===== src/rtl/operand_sel_reg_pkg.sv =====
// ============================================================================
// operand_sel_reg_pkg
//   Shared state encoding and default sizing for the operand selector stage.
//   Revision: 1.0
// ============================================================================
`default_nettype none

package operand_sel_reg_pkg;

    localparam int c_DEFAULT_WIDTH   = 32;
    localparam int c_DEFAULT_NUM_SRC = 4;
    localparam int c_DEFAULT_SEL_W   = 2;

    // Encoding 2'd3 is unused and recovers to ST_EMPTY.
    typedef enum logic [1:0] {
        ST_EMPTY = 2'd0,
        ST_ONE   = 2'd1,
        ST_TWO   = 2'd2
    } state_t;

endpackage

`default_nettype wire


===== src/rtl/operand_sel_reg_mux_n.sv =====
// ============================================================================
// mux_n
//   Flattened N:1 mux; out-of-range codes yield zero and raise a flag.
//   Revision: 1.0
// ============================================================================
`default_nettype none

module mux_n #(
    parameter int WIDTH   = 32,
    parameter int NUM_SRC = 4,
    parameter int SEL_W   = 2
) (
    input  logic [SEL_W-1:0]         i_sel,
    input  logic [NUM_SRC*WIDTH-1:0] i_src_data,
    output logic [WIDTH-1:0]         o_data,
    output logic                     o_out_of_range
);

    always_comb begin
        o_data         = '0;
        o_out_of_range = 1'b1;
        for (int k = 0; k < NUM_SRC; k++) begin
            if (i_sel == SEL_W'(k)) begin
                o_data         = i_src_data[k*WIDTH +: WIDTH];
                o_out_of_range = 1'b0;
            end
        end
    end

endmodule

`default_nettype wire


===== src/rtl/operand_sel_reg.sv =====
// ============================================================================
// operand_sel_reg
//   N:1 operand selector feeding a 2-entry registered skid buffer.
//   Revision: 1.0
// ============================================================================
`default_nettype none

module operand_sel_reg
    import operand_sel_reg_pkg::*;
#(
    parameter int WIDTH   = c_DEFAULT_WIDTH,
    parameter int NUM_SRC = c_DEFAULT_NUM_SRC,
    parameter int SEL_W   = c_DEFAULT_SEL_W
) (
    input  logic                     clk,
    input  logic                     reset,
    input  logic [SEL_W-1:0]         seletor,
    input  logic [NUM_SRC*WIDTH-1:0] src_data,
    input  logic                     in_valid,
    output logic                     in_ready,
    input  logic                     flush,
    output logic [WIDTH-1:0]         out_data,
    output logic [SEL_W-1:0]         out_src,
    output logic                     out_valid,
    input  logic                     out_ready,
    output logic                     bad_sel
);

    state_t             r_state;
    logic               r_in_ready;
    logic [WIDTH-1:0]   r_head_data;
    logic [SEL_W-1:0]   r_head_src;
    logic [WIDTH-1:0]   r_skid_data;
    logic [SEL_W-1:0]   r_skid_src;
    logic               r_bad_sel;

    logic [WIDTH-1:0]   w_sel_data;
    logic               w_sel_bad;
    logic               w_accept;
    logic               w_pop;
    logic               w_out_valid;

    mux_n #(
        .WIDTH   (WIDTH),
        .NUM_SRC (NUM_SRC),
        .SEL_W   (SEL_W)
    ) u_mux (
        .i_sel          (seletor),
        .i_src_data     (src_data),
        .o_data         (w_sel_data),
        .o_out_of_range (w_sel_bad)
    );

    assign w_out_valid = (r_state == ST_ONE) || (r_state == ST_TWO);
    assign w_accept    = in_valid & r_in_ready;
    assign w_pop       = w_out_valid & out_ready;

    always_ff @(posedge clk or posedge reset) begin
        if (reset) begin
            r_state     <= ST_EMPTY;
            r_in_ready  <= 1'b1;
            r_head_data <= '0;
            r_head_src  <= '0;
            r_skid_data <= '0;
            r_skid_src  <= '0;
            r_bad_sel   <= 1'b0;
        end else if (flush) begin
            // Flush wins: the offered beat is dropped and cannot set bad_sel.
            r_state    <= ST_EMPTY;
            r_in_ready <= 1'b1;
        end else begin
            if (w_accept && w_sel_bad) begin
                r_bad_sel <= 1'b1;
            end
            case (r_state)
                ST_EMPTY: begin
                    if (w_accept) begin
                        r_head_data <= w_sel_data;
                        r_head_src  <= seletor;
                        r_state     <= ST_ONE;
                    end
                end
                ST_ONE: begin
                    if (w_accept && !w_pop) begin
                        r_skid_data <= w_sel_data;
                        r_skid_src  <= seletor;
                        r_state     <= ST_TWO;
                        r_in_ready  <= 1'b0;
                    end else if (w_accept && w_pop) begin
                        r_head_data <= w_sel_data;
                        r_head_src  <= seletor;
                    end else if (w_pop) begin
                        r_state <= ST_EMPTY;
                    end
                end
                ST_TWO: begin
                    if (w_pop) begin
                        r_head_data <= r_skid_data;
                        r_head_src  <= r_skid_src;
                        r_state     <= ST_ONE;
                        r_in_ready  <= 1'b1;
                    end
                end
                default: begin
                    r_state    <= ST_EMPTY;
                    r_in_ready <= 1'b1;
                end
            endcase
        end
    end

    assign in_ready  = r_in_ready;
    assign out_valid = w_out_valid;
    assign out_data  = r_head_data;
    assign out_src   = r_head_src;
    assign bad_sel   = r_bad_sel;

endmodule

`default_nettype wire


===== config.mk =====
export PLATFORM = sky130hd
export DESIGN_NAME = operand_sel_reg
export DESIGN_NICKNAME = d
export VERILOG_FILES = /design/src/rtl/operand_sel_reg_pkg.sv /design/src/rtl/operand_sel_reg_mux_n.sv /design/src/rtl/operand_sel_reg.sv
export SDC_FILE = /design/constraint.sdc
export NUM_CORES = 1
export LEC_CHECK = 0
export ABC_AREA = 1
export BUFFER_PORTS_ARGS = -buffer_cell sky130_fd_sc_hd__clkbuf_2
export CORE_UTILIZATION = 53
export CTS_CLUSTER_SIZE = 30
export DETAILED_ROUTE_END_ITERATION = 7
export GPL_TIMING_DRIVEN = 1
export PLACE_DENSITY = 0.87
export SYNTH_ARGS = -nofsm -noshare
export SYNTH_HDL_FRONTEND = slang
export SYNTH_SLANG_ARGS = --single-unit

===== constraint.sdc =====
create_clock -name clk -period 5.7 [get_ports clk]
set_clock_uncertainty 0.05 [all_clocks]
set_input_delay 0.285 -clock clk [delete_from_list [all_inputs] [get_ports clk]]
set_output_delay 0.285 -clock clk [all_outputs]
set_load 0.02 [all_outputs]

Yosys cells after proc, flatten, opt, wreduce, memory -nomap -nowiden. Index checks and enable logic that the tools add are counted.

Eq/ne operators: 15. Muxes and demuxes: 29. Bitwise logic cells: 3. Reduce and logical (&&, ||, !) cells: 13.

Operators with widths (number): 2-to-1 mux 32 bit (8); one-hot mux 32 bit (3 select lines) (1); 2-to-1 mux 2 bit (10); one-hot mux 2 bit (3 select lines) (2); != test 2 bit (second input constant) (4); 2-to-1 mux 1 bit (7); equality test 2 bit (second input constant) (3); != test 3 bit (second input constant) (2); AND reduction 3 bit (2); AND reduction 6 bit (1); equality test 2 x 1 -> 1 bit (second input constant) (2); logical NOT 2 bit (2); != test 4 x 3 -> 1 bit (second input constant) (1); != test 4 bit (second input constant) (1); AND reduction 4 bit (1); logical AND 1 bit (3); != test 3 x 2 -> 1 bit (second input constant) (1); one-hot mux 1 bit (3 select lines) (1); nonzero test 3 bit (1); bitwise AND 1 bit (2); != test 2 x 1 -> 1 bit (second input constant) (1); AND reduction 2 bit (1); logical NOT 1 bit (1); logical OR 1 bit (1); inverter 1 bit (1).

Bits in registers: 72. Word-level logic and storage cells: 67.

Logic depth before layout (Yosys ltp).
Depth after elaboration: 8. Depth in mapped cells: 10. Gate-level depth less buffers: 10.

Cells and area by module. Synthesis repeated with hierarchy kept, for this count alone.

Cells, all modules: 602. Area, all modules: 4361.7 um^2.

Modules (own cells, without submodules): operand_sel_reg (instances 1, cells each 414, area an instance 3382.0 um^2, seq. area each 1803.0 um^2); mux_n (instances 1, cells each 188, area an instance 979.7 um^2, seq. area each 0.0 um^2).

Worst setup path after synthesis. OpenSTA, ideal clock, no wires.

Kind: register to register. From: register r_state[0]. To: register r_skid_data[5]. Library setup time: 0.135 ns. Arrival: 1.669 ns. Required time: 5.515 ns. Setup slack: 3.846 ns. Stages on the path, launching flop included: 11. Buffers on the path: 2. Clock period less this slack: 1.854 ns. Cell sequence: dfrtp_1 -> inv_1 -> ha_1 -> nand2_1 -> inv_1 -> nor2_1 -> nand2_1 -> buf_2 -> buf_2 -> nand2_1 -> o21ai_0.

Cells in the longest elaborated chain, start to end: 6. Elaborated cells between the ends (all ways): 7. Those cells by class: eq/ne: 2; bitwise: 1; reduce/logical: 4.

RTL lines: start, declared (line operand_sel_reg.sv:29) `state_t r_state;`; start signal, assigned (line operand_sel_reg.sv:60) `r_state <= ST_EMPTY;`; start signal, assigned (line operand_sel_reg.sv:69) `r_state <= ST_EMPTY;`; start signal, assigned (line operand_sel_reg.sv:80) `r_state <= ST_ONE;`; equality test 2 x 1 -> 1 bit / equality test 2 bit (equally long branches) (line operand_sel_reg.sv:54) `assign w_out_valid = (r_state == ST_ONE) || (r_state == ST_TWO);`; logical OR 1 bit * (line operand_sel_reg.sv:54); named net out_valid (line operand_sel_reg.sv:24) `output logic out_valid,`; bitwise AND 1 bit * (line operand_sel_reg.sv:56) `assign w_pop = w_out_valid & out_ready;`; logical NOT 1 bit * (line operand_sel_reg.sv:84) `if (w_accept && !w_pop) begin`; logical AND 1 bit * (line operand_sel_reg.sv:84); AND reduction 3 bit (no source line) *; end signal, assigned (line operand_sel_reg.sv:85) `r_skid_data <= w_sel_data;`; end, declared (line operand_sel_reg.sv:33) `logic [WIDTH-1:0] r_skid_data;`.

The timed path passes the listed nets; every way through them passes the cells marked *. A chain may end at the register's enable or synchronous reset.

Worst setup path in the final report.
From: input port seletor[1]. To: register r_head_data[29] (netlist: out_data[29]).

Cells in the longest elaborated chain, start to end: 8. Elaborated cells between the ends (all ways): 12. Those cells by class: eq/ne: 3; mux: 8; reduce/logical: 1.

RTL lines: start, declared (line operand_sel_reg.sv:17) `input logic [SEL_W-1:0] seletor,`; logical NOT 2 bit (line operand_sel_reg_mux_n.sv:23) `if (i_sel == SEL_W'(k)) begin`; 2-to-1 mux 32 bit (3 in series) (line operand_sel_reg_mux_n.sv:23); 2-to-1 mux 32 bit * (line operand_sel_reg_mux_n.sv:23); 2-to-1 mux 32 bit (line operand_sel_reg.sv:89) `end else if (w_accept && w_pop) begin`; 2-to-1 mux 32 bit (line operand_sel_reg.sv:84); one-hot mux 32 bit (3 select lines) * (line operand_sel_reg.sv:75) `case (r_state)`; end signal, assigned (line operand_sel_reg.sv:78) `r_head_data <= w_sel_data;`; end signal, assigned (line operand_sel_reg.sv:90) `r_head_data <= w_sel_data;`; end signal, assigned (line operand_sel_reg.sv:98) `r_head_data <= r_skid_data;`; end, declared (line operand_sel_reg.sv:31) `logic [WIDTH-1:0] r_head_data;`.

Every way passes the cells marked *; elsewhere a longest branch is shown, timed or not. The select of a mux whose other input is x is not followed.

==> report_table.html <==
<table>
<tr><th>Metric</th><th>Value</th></tr>
<tr><th colspan="2">Route</th></tr>
<tr><td>Drc violations</td><td>0</td></tr>
<tr><td>DRC marker count from the first detailed-route iteration</td><td>172</td></tr>
<tr><td>Final Routed Wirelength</td><td>11.7 mm</td></tr>
<tr><td>Average detailed-routed wire length per instance</td><td>13.4 um</td></tr>
<tr><td>Post-detailed-route count of antenna-violating nets</td><td>0</td></tr>
<tr><td>Vias</td><td>4631</td></tr>
<tr><td>Detailed-router iteration count before antenna repair</td><td>5</td></tr>
<tr><td>Drt via density</td><td>5.32</td></tr>
<tr><th colspan="2">Power and ir drop</th></tr>
<tr><td>Leak pwr</td><td>3.03 nW</td></tr>
<tr><td>Proportion of power drawn by the clock network</td><td>16.5%</td></tr>
<tr><td>Switching share of power</td><td>41.5%</td></tr>
<tr><td>Highest ir drop seen on vdd</td><td>192 uV</td></tr>
<tr><td>Part of the power in combinational logic</td><td>41.1%</td></tr>
<tr><td>Register share of total power</td><td>42.4%</td></tr>
<tr><td>Internal power of the cells</td><td>1.23 mW</td></tr>
<tr><td>Total chip power</td><td>2.10 mW</td></tr>
<tr><td>Areal power density over the cells</td><td>405 nW/um2</td></tr>
<tr><td>Switching power of the nets</td><td>0.870 mW</td></tr>
<tr><th colspan="2">Layout</th></tr>
<tr><td>Commonest cells after routing, fill and taps aside</td><td>sky130_fd_sc_hd__nand2_1, sky130_fd_sc_hd__clkbuf_2, sky130_fd_sc_hd__dfrtp_1, sky130_fd_sc_hd__nor2_1, sky130_fd_sc_hd__nand3_1</td></tr>
<tr><td>Non-Filler Instances</td><td>870</td></tr>
<tr><td>Number of nets in the layout</td><td>905</td></tr>
<tr><td>Most common cell after layout, fill and taps aside</td><td>sky130_fd_sc_hd__nand2_1</td></tr>
<tr><td>Fraction of final layout cells sized beyond drive strength 1</td><td>25.5%</td></tr>
<tr><td>Post-synthesis to final-layout area growth</td><td>24.0%</td></tr>
<tr><td>Antenna diodes</td><td>0</td></tr>
<tr><th colspan="2">Global routing</th></tr>
<tr><td>Met1 Use GR</td><td>38.0%</td></tr>
<tr><td>Number of global-route vias before repair</td><td>4400</td></tr>
<tr><td>Total global routing overflow</td><td>0</td></tr>
<tr><td>Global Route met3 Usage</td><td>4.88%</td></tr>
<tr><td>Pin count of the biggest net entering global routing</td><td>73</td></tr>
<tr><td>Aggregate global-route resource usage</td><td>29.9%</td></tr>
<tr><td>Wire length of the first global-routing pass</td><td>19.7 mm</td></tr>
<tr><td>Antenna violations before repair</td><td>0</td></tr>
<tr><td>Layer with the highest usage after global routing</td><td>met2</td></tr>
<tr><td>Global-route track usage on met2</td><td>51.3%</td></tr>
<tr><th colspan="2">Synthesis</th></tr>
<tr><td>Main combinational cell family by area after synthesis</td><td>simple AND/OR/NAND/NOR gates</td></tr>
<tr><td>Count of mapped cells out of synthesis</td><td>621</td></tr>
<tr><td>Synthesized netlist net count</td><td>760</td></tr>
<tr><td>Synth Warn #</td><td>0</td></tr>
<tr><td>Flop and latch count out of synthesis</td><td>72</td></tr>
<tr><td>Share of synthesized cell area in and, or, nand and nor gates</td><td>41.6%</td></tr>
<tr><td>Synth Area per Inst</td><td>6.73 um2</td></tr>
<tr><td>Share of the yosys chip area belonging to registers</td><td>43.2%</td></tr>
<tr><td>Post-synth design cell area</td><td>4180 um2</td></tr>
<tr><td>Fraction of synthesized cell area in xor and xnor cells</td><td>0%</td></tr>
<tr><td>Share of the synthesized area in compound gates (AO/OA/AOI/OAI)</td><td>8.86%</td></tr>
<tr><td>Count of cell types in the netlist</td><td>17</td></tr>
<tr><td>Adder-cell share of the synthesized area</td><td>1.20%</td></tr>
<tr><td>Mux contribution to synthesized area</td><td>0%</td></tr>
<tr><th colspan="2">Timing</th></tr>
<tr><td>PnR worst setup slack</td><td>3150 ps</td></tr>
<tr><td>Final setup TNS</td><td>0 ps</td></tr>
<tr><td>Relative slew margins</td><td>21.6%</td></tr>
<tr><td>Time the worst path needs with I/O delays and setup</td><td>2550 ps</td></tr>
<tr><td>Timing-limited maximum frequency</td><td>0.393 GHz</td></tr>
<tr><td>Slew of the pin with the lowest slew margin</td><td>1170 ps</td></tr>
<tr><td>Min Hold Slack</td><td>140 ps</td></tr>
<tr><td>Setup repair after global routing missed its margin</td><td>false</td></tr>
<tr><td>Pins over their slew limit</td><td>0</td></tr>
<tr><td>Final setup vio count</td><td>0</td></tr>
<tr><td>Post-route fraction of the period consumed by the critical path</td><td>44.7%</td></tr>
<tr><td>Number of hold violations in the final report</td><td>0</td></tr>
<tr><th colspan="2">Worst setup path</th></tr>
<tr><td>Highest fanout seen on the critical path</td><td>51</td></tr>
<tr><td>Critical Path Source Type</td><td>primary input</td></tr>
<tr><td>Number of cells traversed by the worst register-to-register path</td><td>9</td></tr>
<tr><td>Req. time, crit path</td><td>5880 ps</td></tr>
<tr><td>R2r endpoint</td><td>r_state[1]$_DFFE_PP0P_</td></tr>
<tr><td>Type of element capturing the critical path</td><td>register</td></tr>
<tr><td>Reg-to-reg setup timing slack</td><td>3200 ps</td></tr>
<tr><td>WP data arrival</td><td>2720 ps</td></tr>
<tr><td>Worst R2R Start</td><td>r_state[0]$_DFFE_PP0P_</td></tr>
<tr><td>Setup CP Type</td><td>primary input to register</td></tr>
<tr><th colspan="2">Placement</th></tr>
<tr><td>Post-detail-place hpwl</td><td>7.98 mm</td></tr>
<tr><td>Number of cells in the design after placement</td><td>857</td></tr>
<tr><td>Placer congestion estimate</td><td>0.859</td></tr>
<tr><td>Buffers added on ports</td><td>171</td></tr>
<tr><td>Pre-CTS setup slack</td><td>2830 ps</td></tr>
<tr><th colspan="2">Clocking</th></tr>
<tr><td>Clock tree from TritonCTS</td><td>yes</td></tr>
<tr><td>Cts bufs inserted</td><td>9</td></tr>
<tr><td>Buffer count from post-CTS setup fixing</td><td>0</td></tr>
<tr><td>Number of buffers between clock root and the deepest sink</td><td>2</td></tr>
<tr><td>Root buf cell</td><td>sky130_fd_sc_hd__clkbuf_8</td></tr>
<tr><td>H-Tree Depth</td><td>3</td></tr>
<tr><td>Post-CTS sizing</td><td>0</td></tr>
<tr><td>Clock slew at reported path FFs</td><td>70 ps</td></tr>
<tr><td>Insertion delay to the later sink of the worst-skew pair</td><td>330 ps</td></tr>
<tr><td>CTS Hold Bufs</td><td>0</td></tr>
<tr><td>Clock Sinks</td><td>72</td></tr>
<tr><th colspan="2">Job</th></tr>
<tr><td>Max-Cap Viols</td><td>0</td></tr>
<tr><th colspan="2">Floorplanning</th></tr>
<tr><td>Area inside the core boundary</td><td>7690 um2</td></tr>
<tr><td>Die ar.</td><td>8240 um2</td></tr>
<tr><td>Count of pins on the block boundary</td><td>172</td></tr>
<tr><td>DIE WIDTH</td><td>90.8 um</td></tr>
<tr><td>Initial cell density of the core</td><td>54.3%</td></tr>
<tr><td>Height of the chip</td><td>90.8 um</td></tr>
<tr><td>Number of placement rows</td><td>32</td></tr>
<tr><th colspan="2">Hold path</th></tr>
<tr><td>Path type of the worst min-delay path</td><td>primary input to asynchronous set/reset pin</td></tr>
<tr><th colspan="2">Outcome</th></tr>
<tr><td>Run status</td><td>completed</td></tr>
</table>
cell type report:
cell class	count	area [um2]
clock buffer	12	155
fill	702	2510
sequential	72	1800
clock inverter	1	5.00
multi-input combinational	497	2160
timing repair buffer	174	878
tap	102	128
inverter	12	45.0
critical path, stage by stage:
cell and delay [ps]:
sky130_fd_sc_hd__clkbuf_2 730, sky130_fd_sc_hd__nand2_1 820, sky130_fd_sc_hd__or2_2 540, sky130_fd_sc_hd__nand2_1 100, sky130_fd_sc_hd__nand2_1 70, sky130_fd_sc_hd__nand2_1 110, sky130_fd_sc_hd__nand2_1 50
power groups by stage:
| stage | combinational, mW | sequential (mW) | clock [mW] |
|---|---|---|---|
| floorplan | 0.456 | 1.01 | 0 |
| global placement | 0.827 | 0.884 | 0 |
| detailed placement | 0.865 | 0.894 | 0 |
| CTS | 0.867 | 0.888 | 0.353 |
| global route | 0.978 | 0.919 | 0.374 |
| finish | 0.861 | 0.888 | 0.347 |
per-layer routing:
metal | vias to the layer above | part of all wire [%]
li1 | 2251 | -
met1 | 2134 | 41
met2 | 221 | 49
met3 | 25 | 7.8
met4 | 0 | 2.1
met5 | - | 0
sequential cells by signal, summed over array words and instances (netlist names):
register     cells
bad_sel          1
in_ready         1
r_skid_src       2
r_skid_data     32
out_src          2
r_state          2
out_data        32
metrics by stage:
stage	area [um2]	util (%)
after global placement	5020	65.3
after detailed placement	5020	65.3
after floorplan	4180	-
final	5180	67.4
after CTS	5180	67.4
after global routing	5180	67.4
Yosys cell counts:
master	n	area, um2
sky130_fd_sc_hd__dfrtp_1	71	1780
sky130_fd_sc_hd__o21ai_0	52	260
sky130_fd_sc_hd__buf_1	2	7.51
sky130_fd_sc_hd__buf_4	2	15.0
sky130_fd_sc_hd__nor2_1	71	267
sky130_fd_sc_hd__clkbuf_1	24	90.1
sky130_fd_sc_hd__a21oi_1	1	5.00
sky130_fd_sc_hd__dfstp_2	1	26.3
sky130_fd_sc_hd__buf_2	12	60.1
sky130_fd_sc_hd__nand2_1	249	935
sky130_fd_sc_hd__or2_0	30	188
sky130_fd_sc_hd__o21ai_1	21	105
sky130_fd_sc_hd__ha_1	4	50.1
sky130_fd_sc_hd__inv_2	3	11.3
sky130_fd_sc_hd__nand3_1	67	335
sky130_fd_sc_hd__or2_2	2	12.5
sky130_fd_sc_hd__inv_1	9	33.8
logic make-up (layout without fill, tap and decap cells):
kind of cell | Yosys count | count (layout)
compound gates | 74 | 74
fa+ha+maj | 4 | 4
buf+inv | 52 | 199
flops | 72 | 72
simple gates | 419 | 419
worst max path at each step:
stage          startpoint                        to  slack, ps  depth (start not counted)
2_1_floorplan       reset       bad_sel$_DFFE_PP0P_       3540                          1
3_3_place_gp   seletor[0]  out_data[29]$_DFFE_PP0P_       3010                          7
3_5_place_dp   seletor[1]  out_data[29]$_DFFE_PP0P_       2830                          7
4_1_cts        seletor[0]  out_data[29]$_DFFE_PP0P_       3210                          7
5_1_grt        seletor[0]  out_data[30]$_DFFE_PP0P_       2930                          7
6_report       seletor[1]  out_data[29]$_DFFE_PP0P_       3150                          7
Power figures use the tool's default switching activity.
